[config.mk]
export PLATFORM = sky130hd
export DESIGN_NAME = sha2_msg_sched_stream
export DESIGN_NICKNAME = d
export VERILOG_FILES = /design/src/rtl/sha2_msg_sched_stream.sv
export SDC_FILE = /design/constraint.sdc
export NUM_CORES = 2
export LEC_CHECK = 0
export CAP_MARGIN = 20
export CORE_UTILIZATION = 50
export CTS_BUF_LIST = sky130_fd_sc_hd__clkbuf_4 sky130_fd_sc_hd__clkbuf_8 sky130_fd_sc_hd__clkbuf_16
export DETAILED_ROUTE_END_ITERATION = 8
export PLACE_DENSITY = 0.67
export SLEW_MARGIN = 20
export SYNTH_ARGS = -nofsm -noshare
export SYNTH_HDL_FRONTEND = slang
export SYNTH_SLANG_ARGS = --single-unit
[constraint.sdc]
create_clock -name clk -period 14 [get_ports clk]
set_input_delay 3.5 -clock clk [delete_from_list [all_inputs] [get_ports clk]]
set_output_delay 3.5 -clock clk [all_outputs]
set_load 0.1 [all_outputs]
[src/rtl/sha2_msg_sched_stream.sv]
// rtl/sha2_msg_sched_stream.sv - streaming SHA-256/SHA-512 message scheduler emitting W[0..ROUNDS-1]
// Build macro MSG_SCHED_BSWAP_EN: byte-reverse each input word (little-endian host bus).
module sha2_msg_sched_stream #(
   parameter int WORD_W = 32,
   parameter int ROUNDS = 64
) (
   input  logic              clk,
   input  logic              reset_n,
   input  logic              blk_start_i,
   input  logic              abort_i,
   input  logic              m_valid_i,
   output logic              m_ready_o,
   input  logic [WORD_W-1:0] m_data_i,
   output logic              w_valid_o,
   input  logic              w_ready_i,
   output logic [WORD_W-1:0] w_data_o,
   output logic [6:0]        w_round_o,
   output logic              w_last_o,
   output logic              busy_o,
   output logic              done_o
);

   if (WORD_W != 32 && WORD_W != 64) begin : g_bad_word_w
      $error("sha2_msg_sched_stream: WORD_W must be 32 or 64");
   end
   if (ROUNDS < 17 || ROUNDS > 127) begin : g_bad_rounds
      $error("sha2_msg_sched_stream: ROUNDS must be 17..127");
   end

   localparam logic [1:0] ST_IDLE = 2'd0;
   localparam logic [1:0] ST_LOAD = 2'd1;
   localparam logic [1:0] ST_RUN  = 2'd2;
   localparam logic [6:0] LAST_T  = 7'(ROUNDS - 1);

   // Rotate/shift amounts of the small sigma functions for the selected width.
   localparam int S0_A = (WORD_W == 32) ? 7  : 1;
   localparam int S0_B = (WORD_W == 32) ? 18 : 8;
   localparam int S0_C = (WORD_W == 32) ? 3  : 7;
   localparam int S1_A = (WORD_W == 32) ? 17 : 19;
   localparam int S1_B = (WORD_W == 32) ? 19 : 61;
   localparam int S1_C = (WORD_W == 32) ? 10 : 6;

   logic [1:0]        state_q, state_d;
   logic [6:0]        cnt_q, cnt_d;
   logic              done_q, done_d;
   logic [WORD_W-1:0] win_q [16];
   logic [WORD_W-1:0] win_d [16];
   logic [WORD_W-1:0] m_word;
   logic [WORD_W-1:0] nxt;
   logic              run;
   logic              m_acc;
   logic              w_acc;

   function automatic logic [WORD_W-1:0] rotr(input logic [WORD_W-1:0] x, input int n);
      return (x >> n) | (x << (WORD_W - n));
   endfunction

   function automatic logic [WORD_W-1:0] sig0(input logic [WORD_W-1:0] x);
      return rotr(x, S0_A) ^ rotr(x, S0_B) ^ (x >> S0_C);
   endfunction

   function automatic logic [WORD_W-1:0] sig1(input logic [WORD_W-1:0] x);
      return rotr(x, S1_A) ^ rotr(x, S1_B) ^ (x >> S1_C);
   endfunction

   always_comb begin
      m_word = m_data_i;
`ifdef MSG_SCHED_BSWAP_EN
      for (int b = 0; b < WORD_W / 8; b++) begin
         m_word[8*b +: 8] = m_data_i[WORD_W-8-8*b +: 8];
      end
`endif
   end

   // The window always holds W[t-16..t-1] once t>=16, so nxt is W[t].
   assign nxt       = sig1(win_q[14]) + win_q[9] + sig0(win_q[1]) + win_q[0];
   assign run       = (state_q == ST_RUN);
   assign m_ready_o = (state_q == ST_LOAD);
   assign w_valid_o = run;
   assign w_data_o  = !run ? '0 : ((cnt_q < 7'd16) ? win_q[cnt_q[3:0]] : nxt);
   assign w_round_o = run ? cnt_q : 7'd0;
   assign w_last_o  = run && (cnt_q == LAST_T);
   assign busy_o    = (state_q != ST_IDLE);
   assign done_o    = done_q;
   assign m_acc     = m_ready_o && m_valid_i;
   assign w_acc     = run && w_ready_i;

   always_comb begin
      state_d = state_q;
      cnt_d   = cnt_q;
      done_d  = 1'b0;
      for (int i = 0; i < 16; i++) begin
         win_d[i] = win_q[i];
      end
      if (abort_i) begin
         state_d = ST_IDLE;
         cnt_d   = '0;
      end else begin
         case (state_q)
            ST_IDLE: begin
               if (blk_start_i) begin
                  state_d = ST_LOAD;
                  cnt_d   = '0;
               end
            end
            ST_LOAD: begin
               if (m_acc) begin
                  win_d[cnt_q[3:0]] = m_word;
                  if (cnt_q == 7'd15) begin
                     state_d = ST_RUN;
                     cnt_d   = '0;
                  end else begin
                     cnt_d = cnt_q + 7'd1;
                  end
               end
            end
            ST_RUN: begin
               if (w_acc) begin
                  if (cnt_q >= 7'd16) begin
                     for (int i = 0; i < 15; i++) begin
                        win_d[i] = win_q[i+1];
                     end
                     win_d[15] = nxt;
                  end
                  if (w_last_o) begin
                     state_d = ST_IDLE;
                     cnt_d   = '0;
                     done_d  = 1'b1;
                  end else begin
                     cnt_d = cnt_q + 7'd1;
                  end
               end
            end
            default: begin
               state_d = ST_IDLE;
               cnt_d   = '0;
            end
         endcase
      end
   end

   always_ff @(posedge clk or negedge reset_n) begin
      if (!reset_n) begin
         state_q <= ST_IDLE;
         cnt_q   <= '0;
         done_q  <= 1'b0;
         for (int i = 0; i < 16; i++) begin
            win_q[i] <= '0;
         end
      end else begin
         state_q <= state_d;
         cnt_q   <= cnt_d;
         done_q  <= done_d;
         for (int i = 0; i < 16; i++) begin
            win_q[i] <= win_d[i];
         end
      end
   end

endmodule
==> results.toml <==
[clock_tree]
cts_buffers = 58
cts_tree = "yes"
clk_latency_ps = 630
clock_path_buffers = 3
clkTransAtPathRegs_ps = 60
cts-htree-levels = 2
cts_resized = 0
cts-root-buf = "clkbuf_16"
cts_sinks = 522
postCtsSetupRepairBufs = 0
hold_buffers = 0

[worst_setup_path]
worst_path_max_delay_cell = "clkdlybuf4s50_1"
crit_required_ps = 10500
slowest_delay_ps = 1160
crit_fanout = 6
cp-start-kind = "flop"
arrival_ps = 6570
cp_top_family = "compound AO/OA/AOI/OAI gates"
path_class = "flop to output port"
path_common_cell = "fa_1"
cp_cell_sequence = "xor2_1 > xnor2_1 > fa_1 > fa_1 > inv_1 > ha_1 > inv_1 > fa_1 > nand2b_1 > a21oi_1 > nor2b_1 > o41ai_2 > a21oi_1 > o31ai_1 > xnor2_1 > o21ai_1 > clkdlybuf4s50_1"
crit_buf_inv = 3
end_kind = "output port"

[global_routing]
gr-usage-met3_pct = 3.94
met1_usage_pct = 46.0
grt_antenna_before_repair = 1
grt_max_degree = 231
grtUsageMet2_pct = 49.9
grt_pass1_vias = 24300
grt_pass1_wl_um = 153000
busiest_layer = "met2"
grt_use_total_pct = 31.8
grt.overflow.total = 0

[synth]
synth_top_area_share_pct = 42.0
synth_area_leaders = "dfrtp_1, a21oi_1, mux4_2"
syn_area_per_cell_um2 = 9.36
synth_area_leader_cell = "dfrtp_1"
synth-async-reset-ratio_pct = 100
synth_edf_count = 0
ys_seq_elements = 522
postSynthCellCount = 3325
seq_area_frac_synth_pct = 42.0
synth_top_flop_cell = "dfrtp_1"
synth.most_common_cell = "a21oi_1"
syn_nets = 3464
yosys_warnings = 0
ys_top_cells_by_count = "a21oi_1, dfrtp_1, nor2_1"
synth.distinct_cells = 61
netlist_area_um2 = 31100

[floorplan]
pin_count = 82
start_util_pct = 50.5
coreArea_um2 = 61600
die_h_um = 251
die_w_um = 251
rows = 91
die-area_um2 = 63200

[route]
drt-pass1-iter-count = 7
vias = 25400
ant_nets = 0
drc_errors = 0
totalWireLength_um = 100000
drtIter0Drc = 3163
routedWlPerCell_um = 24.6
viasPerCell = 6.26

[run_status]
status = "completed"

[finish]
drive_above_1_share_pct = 11.0
antenna_cells = 0
fin_nets = 3318
area_delta_synth_final_pct = 8.96

[timing]
final-setup-viol-count = 0
clock_skew_ps = 22.9
fmax_ghz = 0.0993
hold_viol_final = 0
fin_setup_tns_ps = 0
slew_violations = 0
layout_min_cycle_time_ps = 10070
maxSlewHeadroom_pct = 18.1
period_share_pct = 72.0
worst_pin_slew_ps = 1220
rsz0062_at_grt = "false"

[placed_design]
place_congestion = 0.958
portBuffers = 81
post-dp-hpwl_um = 66000

[job]
maxCapViolations = 0

[worst_hold_path]
hold_class = "flop to flop"
layout by cell type, fill, tap and decap left out, types with 62 or more instances in the layout:
cell	netlist	layout
a21oi_1	1047	1047
clkdlybuf4s50_1	0	80
dfrtp_1	522	518
fa_1	62	62
inv_1	136	136
mux4_2	160	160
nand2_1	109	109
nor2_1	519	519
o21ai_0	63	63
xnor2_1	91	91
worst paths after layout:
check	start	end	slack (ps)	depth (start not counted)
min in group asynchronous	reset_n	win_q[162]	2810	1
hold / removal	win_q[1]	win_q[1]	520	2
hold reg to reg	win_q[1]	win_q[1]	520	2
setup / recovery	win_q[52]	w_data_o[31]	3930	17
setup reg to reg	win_q[52]	win_q[31]	9070	16
max in group asynchronous	reset_n	win_q[379]	9070	3
cell families after synthesis:
kind of cell / Yosys count / synth area share (%)
simple gates: 740 / 10.3
flops: 522 / 42.0
xor+xnor: 149 / 4.19
mux: 169 / 11.9
buf+inv: 463 / 6.43
compound gates: 1181 / 19.7
fa+ha+maj: 101 / 5.56
area by class of cell:
cell class | instances | area [um^2]
clock buffer | 86 | 1770
clock inverter | 17 | 105
tap | 837 | 1050
timing repair buffer | 120 | 1250
inverter | 137 | 514
sequential | 522 | 13100
multi-input combinational | 2340 | 16100
fill | 5384 | 27700
worst register-to-register path, cell delays in order, from the launching register on:
cell	delay, ps
dfrtp_1	510
xor2_1	230
xnor2_1	250
fa_1	490
fa_1	440
inv_1	60
ha_1	160
inv_1	60
fa_1	450
nand2b_1	190
a21oi_1	180
nor2b_1	120
o41ai_2	660
a21oi_1	290
o31ai_1	380
xnor2_1	200
a21oi_1	90
registers in the layout (all words and copies together), names as in the netlist:
| name | count |
|---|---|
| cnt_q | 7 |
| done_o | 1 |
| state_q | 2 |
| win_q | 512 |
layer usage:
| layer | up-vias | wire length (um) |
|---|---|---|
| met2 | 1175 | 46600 |
| met5 | - | 10 |
| met3 | 152 | 7980 |
| met4 | 2 | 2920 |
| li1 | 11200 | - |
| met1 | 12800 | 42400 |
stage by stage:
stage	setup WS (ps)	instances	instance area, um^2	util (%)	hold slack (ps)
global placement	4700	3948	31800	51.6	483
floorplan	4720	3325	31100	-	467
global route	3600	4059	33900	55.1	542
finish	3930	4059	33900	55.1	517
detailed placement	4580	3948	31800	51.7	496
CTS	3900	4051	33700	54.7	517
Power is left out: the tool's default activity adds up to more than one toggle a clock period on the data nets, which glitch-free logic cannot reach.
